## config.mk

```make
export PLATFORM = sky130hd
export DESIGN_NAME = value_uart_reporter_flat
export DESIGN_NICKNAME = d
export VERILOG_FILES = /design/src/rtl/value_uart_reporter_if.sv /design/src/rtl/value_uart_reporter.sv /design/src/flat_wrapper.sv
export SDC_FILE = /design/constraint.sdc
export NUM_CORES = 1
export LEC_CHECK = 0
export CORE_MARGIN = 3
export CORE_UTILIZATION = 40
export CTS_BUF_LIST = sky130_fd_sc_hd__clkbuf_16
export DETAILED_ROUTE_END_ITERATION = 6
export PLACE_DENSITY = 0.62
export SYNTH_ARGS = -nofsm -noshare
export SYNTH_HDL_FRONTEND = slang
export SYNTH_SLANG_ARGS = --single-unit
```

## constraint.sdc

```tcl
create_clock -name i_clk -period 7.5 [get_ports i_clk]
set_clock_uncertainty 0.15 [all_clocks]
set_input_delay 1.5 -clock i_clk [delete_from_list [all_inputs] [get_ports i_clk]]
set_output_delay 1.5 -clock i_clk [all_outputs]
set_load 0.01 [all_outputs]
```

## src/rtl/value_uart_reporter_if.sv

```systemverilog
// Value bus into the reporter and the UART/busy status coming back out.
// The reporter uses the slave view; whoever drives the value uses the master view.
interface value_uart_reporter_if;
    logic [7:0] i_value;
    logic       o_tx;
    logic       o_busy;

    modport master (output i_value, input o_tx, input o_busy);
    modport slave  (input i_value, output o_tx, output o_busy);
endinterface

```

## src/rtl/value_uart_reporter.sv

```systemverilog
// Reports every change of an 8-bit value as a "DDD\r\n" line on an 8N1 UART TX pin.
// Changes that arrive while a line is being sent collapse to the newest value.
module value_uart_reporter #(
    parameter int INPUT_CLOCK_HZ = 27000000,
    parameter int BAUD_RATE      = 115200
) (
    input logic                  i_clk,
    input logic                  i_rst,
    value_uart_reporter_if.slave bus
);
    localparam int CLKS_PER_BIT = INPUT_CLOCK_HZ / BAUD_RATE;
    localparam int CW = $clog2(CLKS_PER_BIT);
    localparam logic [CW-1:0] LAST_TICK = CW'(CLKS_PER_BIT - 1);

    typedef enum logic [2:0] {IDLE, CONVERT, START, DATA, STOP} state_t;

    state_t          state_q;
    logic [7:0]      sample_q;
    logic [7:0]      sent_q;
    logic [11:0]     digits_q;
    logic [11:0]     digits_d;
    logic [CW-1:0]   baudCnt_q;
    logic [2:0]      bitIdx_q;
    logic [2:0]      byteIdx_q;
    logic            tx_q;
    logic            busy_q;
    logic [7:0]      curByte;

    // Unrolled double dabble, so the whole conversion fits in one CONVERT cycle.
    function automatic logic [11:0] toBcd(input logic [7:0] bin);
        logic [19:0] s;
        s = {12'd0, bin};
        for (int i = 0; i < 8; i++) begin
            if (s[11:8]  >= 4'd5) s[11:8]  = s[11:8]  + 4'd3;
            if (s[15:12] >= 4'd5) s[15:12] = s[15:12] + 4'd3;
            if (s[19:16] >= 4'd5) s[19:16] = s[19:16] + 4'd3;
            s = {s[18:0], 1'b0};
        end
        return s[19:8];
    endfunction

    always_comb begin
        digits_d = toBcd(sent_q);
    end

    always_comb begin
        curByte = 8'h0A;
        case (byteIdx_q)
            3'd0:    curByte = {4'h3, digits_q[11:8]};
            3'd1:    curByte = {4'h3, digits_q[7:4]};
            3'd2:    curByte = {4'h3, digits_q[3:0]};
            3'd3:    curByte = 8'h0D;
            default: curByte = 8'h0A;
        endcase
    end

    always_ff @(posedge i_clk) begin
        if (i_rst) begin
            state_q   <= IDLE;
            sample_q  <= 8'd0;
            sent_q    <= 8'd0;
            digits_q  <= 12'd0;
            baudCnt_q <= '0;
            bitIdx_q  <= 3'd0;
            byteIdx_q <= 3'd0;
            tx_q      <= 1'b1;
            busy_q    <= 1'b0;
        end else begin
            sample_q <= bus.i_value;
            case (state_q)
                IDLE: begin
                    tx_q <= 1'b1;
                    if (sample_q != sent_q) begin
                        sent_q  <= sample_q;
                        busy_q  <= 1'b1;
                        state_q <= CONVERT;
                    end
                end
                CONVERT: begin
                    digits_q  <= digits_d;
                    byteIdx_q <= 3'd0;
                    baudCnt_q <= '0;
                    tx_q      <= 1'b0;
                    state_q   <= START;
                end
                START: begin
                    if (baudCnt_q == LAST_TICK) begin
                        baudCnt_q <= '0;
                        bitIdx_q  <= 3'd0;
                        tx_q      <= curByte[0];
                        state_q   <= DATA;
                    end else begin
                        baudCnt_q <= baudCnt_q + CW'(1);
                    end
                end
                DATA: begin
                    if (baudCnt_q == LAST_TICK) begin
                        baudCnt_q <= '0;
                        if (bitIdx_q == 3'd7) begin
                            tx_q    <= 1'b1;
                            state_q <= STOP;
                        end else begin
                            bitIdx_q <= bitIdx_q + 3'd1;
                            tx_q     <= curByte[bitIdx_q + 3'd1];
                        end
                    end else begin
                        baudCnt_q <= baudCnt_q + CW'(1);
                    end
                end
                STOP: begin
                    // The next start bit follows the stop bit directly, with no idle gap.
                    if (baudCnt_q == LAST_TICK) begin
                        baudCnt_q <= '0;
                        if (byteIdx_q == 3'd4) begin
                            busy_q  <= 1'b0;
                            state_q <= IDLE;
                        end else begin
                            byteIdx_q <= byteIdx_q + 3'd1;
                            tx_q      <= 1'b0;
                            state_q   <= START;
                        end
                    end else begin
                        baudCnt_q <= baudCnt_q + CW'(1);
                    end
                end
                default: begin
                    tx_q    <= 1'b1;
                    busy_q  <= 1'b0;
                    state_q <= IDLE;
                end
            endcase
        end
    end

    assign bus.o_tx   = tx_q;
    assign bus.o_busy = busy_q;
endmodule

```

## src/flat_wrapper.sv

```systemverilog
// flat-port wrapper written by rule: the top's interface ports become plain ports
module value_uart_reporter_flat 
#(
    parameter int INPUT_CLOCK_HZ = 27000000,
    parameter int BAUD_RATE      = 115200
)
  (i_clk, i_rst, bus_i_value, bus_o_tx, bus_o_busy);
  value_uart_reporter_if bus_i ();
  input logic i_clk;
  input logic i_rst;
  input wire logic [$bits(bus_i.i_value)-1:0] bus_i_value;
  output wire logic [$bits(bus_i.o_tx)-1:0] bus_o_tx;
  output wire logic [$bits(bus_i.o_busy)-1:0] bus_o_busy;
  assign bus_i.i_value = bus_i_value;
  assign bus_o_tx = bus_i.o_tx;
  assign bus_o_busy = bus_i.o_busy;
  value_uart_reporter #(.INPUT_CLOCK_HZ(INPUT_CLOCK_HZ), .BAUD_RATE(BAUD_RATE)) u_core (.i_clk(i_clk), .i_rst(i_rst), .bus(bus_i));
endmodule
```

# ---- After elaboration in Yosys (flattened, before gate mapping)
# Cells that the tools add are included.
dict set report classes {
  add_sub_neg 10
  multipliers 0
  div_mod_pow 0
  n_lt_le_gt_ge 8
  eq_ne 19
  shifts 0
  n_mux 36
  n_bitwise 1
  n_reduce_logical 13
}
# cell count
set op_table {}
lappend op_table {{2-to-1 mux 3 bit} 10}
lappend op_table {{2-to-1 mux 4 bit} 7}
lappend op_table {{one-hot mux 6 bit (4 select lines)} 1}
lappend op_table {{adder 4 x 2 -> 4 bit (second input constant)} 5}
lappend op_table {{greater-or-equal comparator 4 x 3 -> 1 bit (second input constant)} 5}
lappend op_table {{one-hot mux 8 bit (2 select lines)} 1}
lappend op_table {{one-hot mux 3 bit (5 select lines)} 1}
lappend op_table {{equality test 3 x 2 -> 1 bit (second input constant)} 4}
lappend op_table {{!= test 2 x 1 -> 1 bit (second input constant)} 6}
lappend op_table {{one-hot mux 3 bit (2 select lines)} 2}
lappend op_table {{AND reduction 4 bit} 3}
lappend op_table {{equality test 3 bit (second input constant)} 3}
lappend op_table {{2-to-1 mux 1 bit} 9}
lappend op_table {{adder 3 x 2 -> 4 bit (second input constant)} 2}
lappend op_table {{adder 8 x 1 -> 8 bit (second input constant)} 1}
lappend op_table {{equality test 8 bit (second input constant)} 1}
lappend op_table {{2-to-1 mux 8 bit} 1}
lappend op_table {{!= test 8 bit} 1}
lappend op_table {{adder 3 x 1 -> 3 bit (second input constant)} 2}
lappend op_table {{equality test 3 x 1 -> 1 bit (second input constant)} 2}
lappend op_table {{greater-or-equal comparator 3 bit (second input constant)} 2}
lappend op_table {{logical NOT 3 bit} 2}
lappend op_table {{nonzero test 2 bit} 3}
lappend op_table {{OR reduction 3 bit} 2}
lappend op_table {{10 further kinds} 11}
dict set report totals {
  ff_bits 45
  latch_bits 0
  mem_bits_rw 0
  mem_bits_ro 0
  in_bits 10
  out_inout_bits 2
  elab_cells 96
  n_memories 0
}

# ---- Depth between registers and ports, before layout
dict set report depth {
  word_depth 10
  ltp_mapped 19
  ltp_nobuf 18
}

# ---- Worst setup path after synthesis
# OpenSTA, ideal clock, no wires.
dict set report synth_timing {
  path_kind {flip-flop to flip-flop}
  start {register u_core.sent_q[6]}
  end {register u_core.digits_q[1]}
  setup_time_ns 0.088
  arrival_time_ns 3.914
  required_time_ns 7.262
  path_slack_ns 3.348
  stages_incl_launch_ff 17
  n_path_buf 1
  period_less_slack_ns 4.152
  cell_sequence {dfxtp_1 > buf_2 > inv_1 > ha_1 > o21ai_0 > xnor2_1 > ha_1 > nand2b_1 > a32oi_2 > xnor2_1 > inv_1 > ha_1 > nand2b_1 > a21oi_4 > mux2i_1 > mux4_2 > a311oi_2}
}
dict set report synth_between {
  elab_chain_len 10
  word_cells_on_any_way 14
  cone_classes {add/sub: 4; order compare: 5; mux: 5}
}
# element line
set synth_rtl {}
lappend synth_rtl {{start: declaration} value_uart_reporter.sv:19} ;# logic [7:0] sent_q;
lappend synth_rtl {{start signal: assignment} value_uart_reporter.sv:74} ;# sent_q <= sample_q;
lappend synth_rtl {{adder 3 x 2 -> 4 bit or greater-or-equal comparator 3 bit (tied branches)} value_uart_reporter.sv:34} ;# if (s[11:8] >= 4'd5) s[11:8] = s[11:8] + 4'd3;
lappend synth_rtl {{2-to-1 mux 4 bit *} value_uart_reporter.sv:34}
lappend synth_rtl {{adder 4 x 2 -> 4 bit or greater-or-equal comparator 4 x 3 -> 1 bit (tied branches)} value_uart_reporter.sv:34}
lappend synth_rtl {{2-to-1 mux 4 bit *} value_uart_reporter.sv:34}
lappend synth_rtl {{greater-or-equal comparator 4 x 3 -> 1 bit or adder 4 x 2 -> 4 bit (tied branches)} value_uart_reporter.sv:34}
lappend synth_rtl {{2-to-1 mux 4 bit *} value_uart_reporter.sv:34}
lappend synth_rtl {{adder 4 x 2 -> 4 bit or greater-or-equal comparator 4 x 3 -> 1 bit (tied branches)} value_uart_reporter.sv:34}
lappend synth_rtl {{2-to-1 mux 4 bit *} value_uart_reporter.sv:34}
lappend synth_rtl {{greater-or-equal comparator 4 x 3 -> 1 bit *} value_uart_reporter.sv:34}
lappend synth_rtl {{2-to-1 mux 4 bit *} value_uart_reporter.sv:34}
lappend synth_rtl {{end signal: assignment} value_uart_reporter.sv:80} ;# digits_q <= digits_d;
lappend synth_rtl {{end: declaration} value_uart_reporter.sv:20} ;# logic [11:0] digits_q;
# Every way passes the cells marked *; elsewhere a longest branch is shown, timed or not.
# A chain may end at the register's enable or synchronous reset.

# ---- Worst setup path after layout
# Same ends and word-level chain as after synthesis.

==> summary.txt <==
Status
  – Status: completed

Timing
  – Fmax: around 220 MHz
  – Slew at the pin closest to its max-slew limit: 0.767 ns
  – Final Cycle Share: 0.620
  – Crit path time final: around 4.6 ns
  – Final setup vio count: 0
  – Slew Limit Fails: 0
  – Setup TNS: 0 ns
  – Final hold slack: a little over 0.3 ns
  – Hold Fails Final Rpt: 0
  – Headroom to the max-slew limit: 0.488
  – RSZ-0062 raised after global routing: no

Cells and area
  – Most frequent cells in the layout: 45 x nor2_1, 45 x dfxtp_1, 31 x nand2_1, 22 x a21oi_1, 18 x o21ai_0
  – Ant diodes: 0
  – Layout cells sized above 1: 0.0633
  – Syn-to-layout area delta: 12.5%
  – Seq. cell area: 901 um^2
  – Filler cells: ~730
  – Fin nets: roughly 400
  – Area of the multi-input gates: 1980 um^2

Power
  – Sw Share: 0.337
  – Leak pwr: 1.25 nW
  – VDD IR max: ~0.11 mV
  – Sw Pwr: 0.296 mW
  – Logic pwr share: 0.337
  – Clock group share of total power: 0.321
  – Total power draw: slightly below 0.9 mW
  – PwrDens: 259 nW/um^2
  – Register share of total power: 0.341
  – Int Pwr: slightly below 0.6 mW

Yosys
  – Number of flops mapped to enable cells by yosys: 0
  – Synth Register Bits: 45
  – Syn Nets: ~400
  – Synth area leaders: dfxtp_1 30%, ha_1 6.6%, mux2i_1 5.6%
  – Syn avg cell area: roughly 8 um^2
  – Synth Instances: 376
  – Asr flop ratio synth: 0
  – Cell taking the most area after synthesis: dfxtp_1
  – Sequential area share after synthesis: 0.299
  – Synthesis Warnings: 0
  – Yosys top cell area share: 0.299
  – Cell area after synthesis: 3010 um^2
  – Netlist cell types: 59
  – Ys flop type: dfxtp_1

Die
  – Core area: 7290 um^2
  – Total die area: 8610 um^2
  – Die height: 92.8 um
  – Ports: 12
  – Initial Util: 0.413
  – Cell Rows: 31
  – Die width: 92.8 um

Clock network
  – Post_cts resized: 0
  – Root buf cell: clkbuf_16
  – Cts bufs inserted: 5
  – Post-CTS setup buffers: 0
  – Clock Latency Late Sink: 0.28 ns
  – Hold_buf cts: 0
  – CTS Sinks: 45
  – H-tree lvl count: 2
  – CTS tree: yes
  – Max clock buf depth: 2
  – Reg clk slew, reported paths: 0.06 ns

Place
  – DP Wirelength: 4780 um
  – I/O Buffers: 11
  – GP Congestion: 0.810

GRT
  – GRT Overall Usage: 0.164
  – Number of global-route vias before repair: 2492
  – Largest net degree at the start of global routing: 40
  – First-pass GRT wire length: between 10000 and 15000 um
  – Initial antenna violation count: 0
  – Congestion Overflow GR: 0

Detailed routing
  – Vias per cell: 5.48
  – Drt total wl: 6590 um
  – Iteration-0 DRC Markers: 88
  – First drt pass iteration count: 4
  – Avg WL per Cell: between 10 and 15 um
  – DRC errors left: 0
  – Detail Route Antenna Nets: 0
  – DR vias: 2621

Setup path
  – Max Fanout on Critical Path: 10
  – Critical path capture point type: flop
  – CP arrival: around 4.7 ns
  – Critical Path RT: 7.55 ns
  – Critical path type: reg2reg
  – Reg2Reg Setup Slack: 2.85 ns
  – Crit path launch type: flop

Flow run
  – Max Cap Violations: 0

Hold path
  – HP Class: reg2reg
synth_stat cells (12+ instances only):
cell type,instances
xnor2_1,13
o21ai_0,18
ha_1,16
nor2b_1,12
a21oi_1,22
nor3_1,12
dfxtp_1,45
nor2_1,45
inv_1,12
clkbuf_1,16
nand2_1,31
mux2i_1,17
nand3_1,16
critical path: stages (launching register included):
cell and delay [ns]:
dfxtp_1 0.46, inv_1 0.12, ha_1 0.25, o21ai_0 0.21
xnor2_1 0.22, ha_1 0.29, nand2b_1 0.10, a32oi_2 0.29
xnor2_1 0.20, inv_1 0.14, ha_1 0.20, nand2b_1 0.19
a21oi_4 0.29, mux2i_1 0.66, mux4_2 0.60, a311oi_2 0.19
routing by layer:
metal  GRT usage  vias up  share of wire
met1       0.208     1204           0.48
met2       0.283       45           0.47
met4      0.0415        0          0.015
li1            -     1361              -
met3      0.0349       11          0.031
met5           0        -              0
final timing paths:
path,from,endpoint,depth (start not counted)
max,u_core.sent_q[6]$_SDFFE_PP0P_,u_core.digits_q[1]$_SDFFE_PP0P_,15
max reg2reg,u_core.sent_q[6]$_SDFFE_PP0P_,u_core.digits_q[1]$_SDFFE_PP0P_,15
min,u_core.digits_q[9]$_SDFFE_PP0P_,u_core.digits_q[9]$_SDFFE_PP0P_,2
min reg2reg,u_core.digits_q[9]$_SDFFE_PP0P_,u_core.digits_q[9]$_SDFFE_PP0P_,2
through the flow:
stage               cell area [um^2]  cells   util  worst slack, ns
CTS                             3390    478  0.465             2.86
floorplan                       3010    376      -             3.35
global placement                3200    470  0.439             3.11
finish                          3390    478  0.465             2.85
detailed placement              3200    470  0.439             2.91
global route                    3390    478  0.465             2.44
power groups by stage:
stage,Clock (mW),Sequential (mW),Combinational (mW)
after floorplan,0,0.281,0.251
after global placement,0,0.304,0.288
after detailed placement,0,0.305,0.292
after CTS,0.289,0.299,0.293
after global routing,0.303,0.305,0.329
final,0.282,0.300,0.296
cell type report:
cell class,count,share of cell area
repair buffers,15,0.0414
multi-input cells,298,0.586
well taps,99,0.0366
inverters,13,0.0144
clock inverters,3,0.0192
clock buffers,5,0.0369
flip-flops and latches,45,0.266
sequential cells by signal, indices dropped and copies added (netlist names):
signal	flops
u_core.sample_q	8
u_core.bus.o_busy	1
u_core.bitIdx_q	3
u_core.digits_q	10
u_core.bus.o_tx	1
u_core.byteIdx_q	3
u_core.sent_q	8
u_core.baudCnt_q	8
u_core.state_q	3
cell families (layout without fill, tap and decap cells):
logic type,count (synthesis),count (layout),share of synthesized area
simple gates,145,145,0.231
compound gates,93,93,0.214
flops,45,45,0.299
buf+inv,33,36,0.0424
mux,25,25,0.0918
xor+xnor,19,19,0.0552
fa+ha+maj,16,16,0.0664
Power figures use the tool's default switching activity.
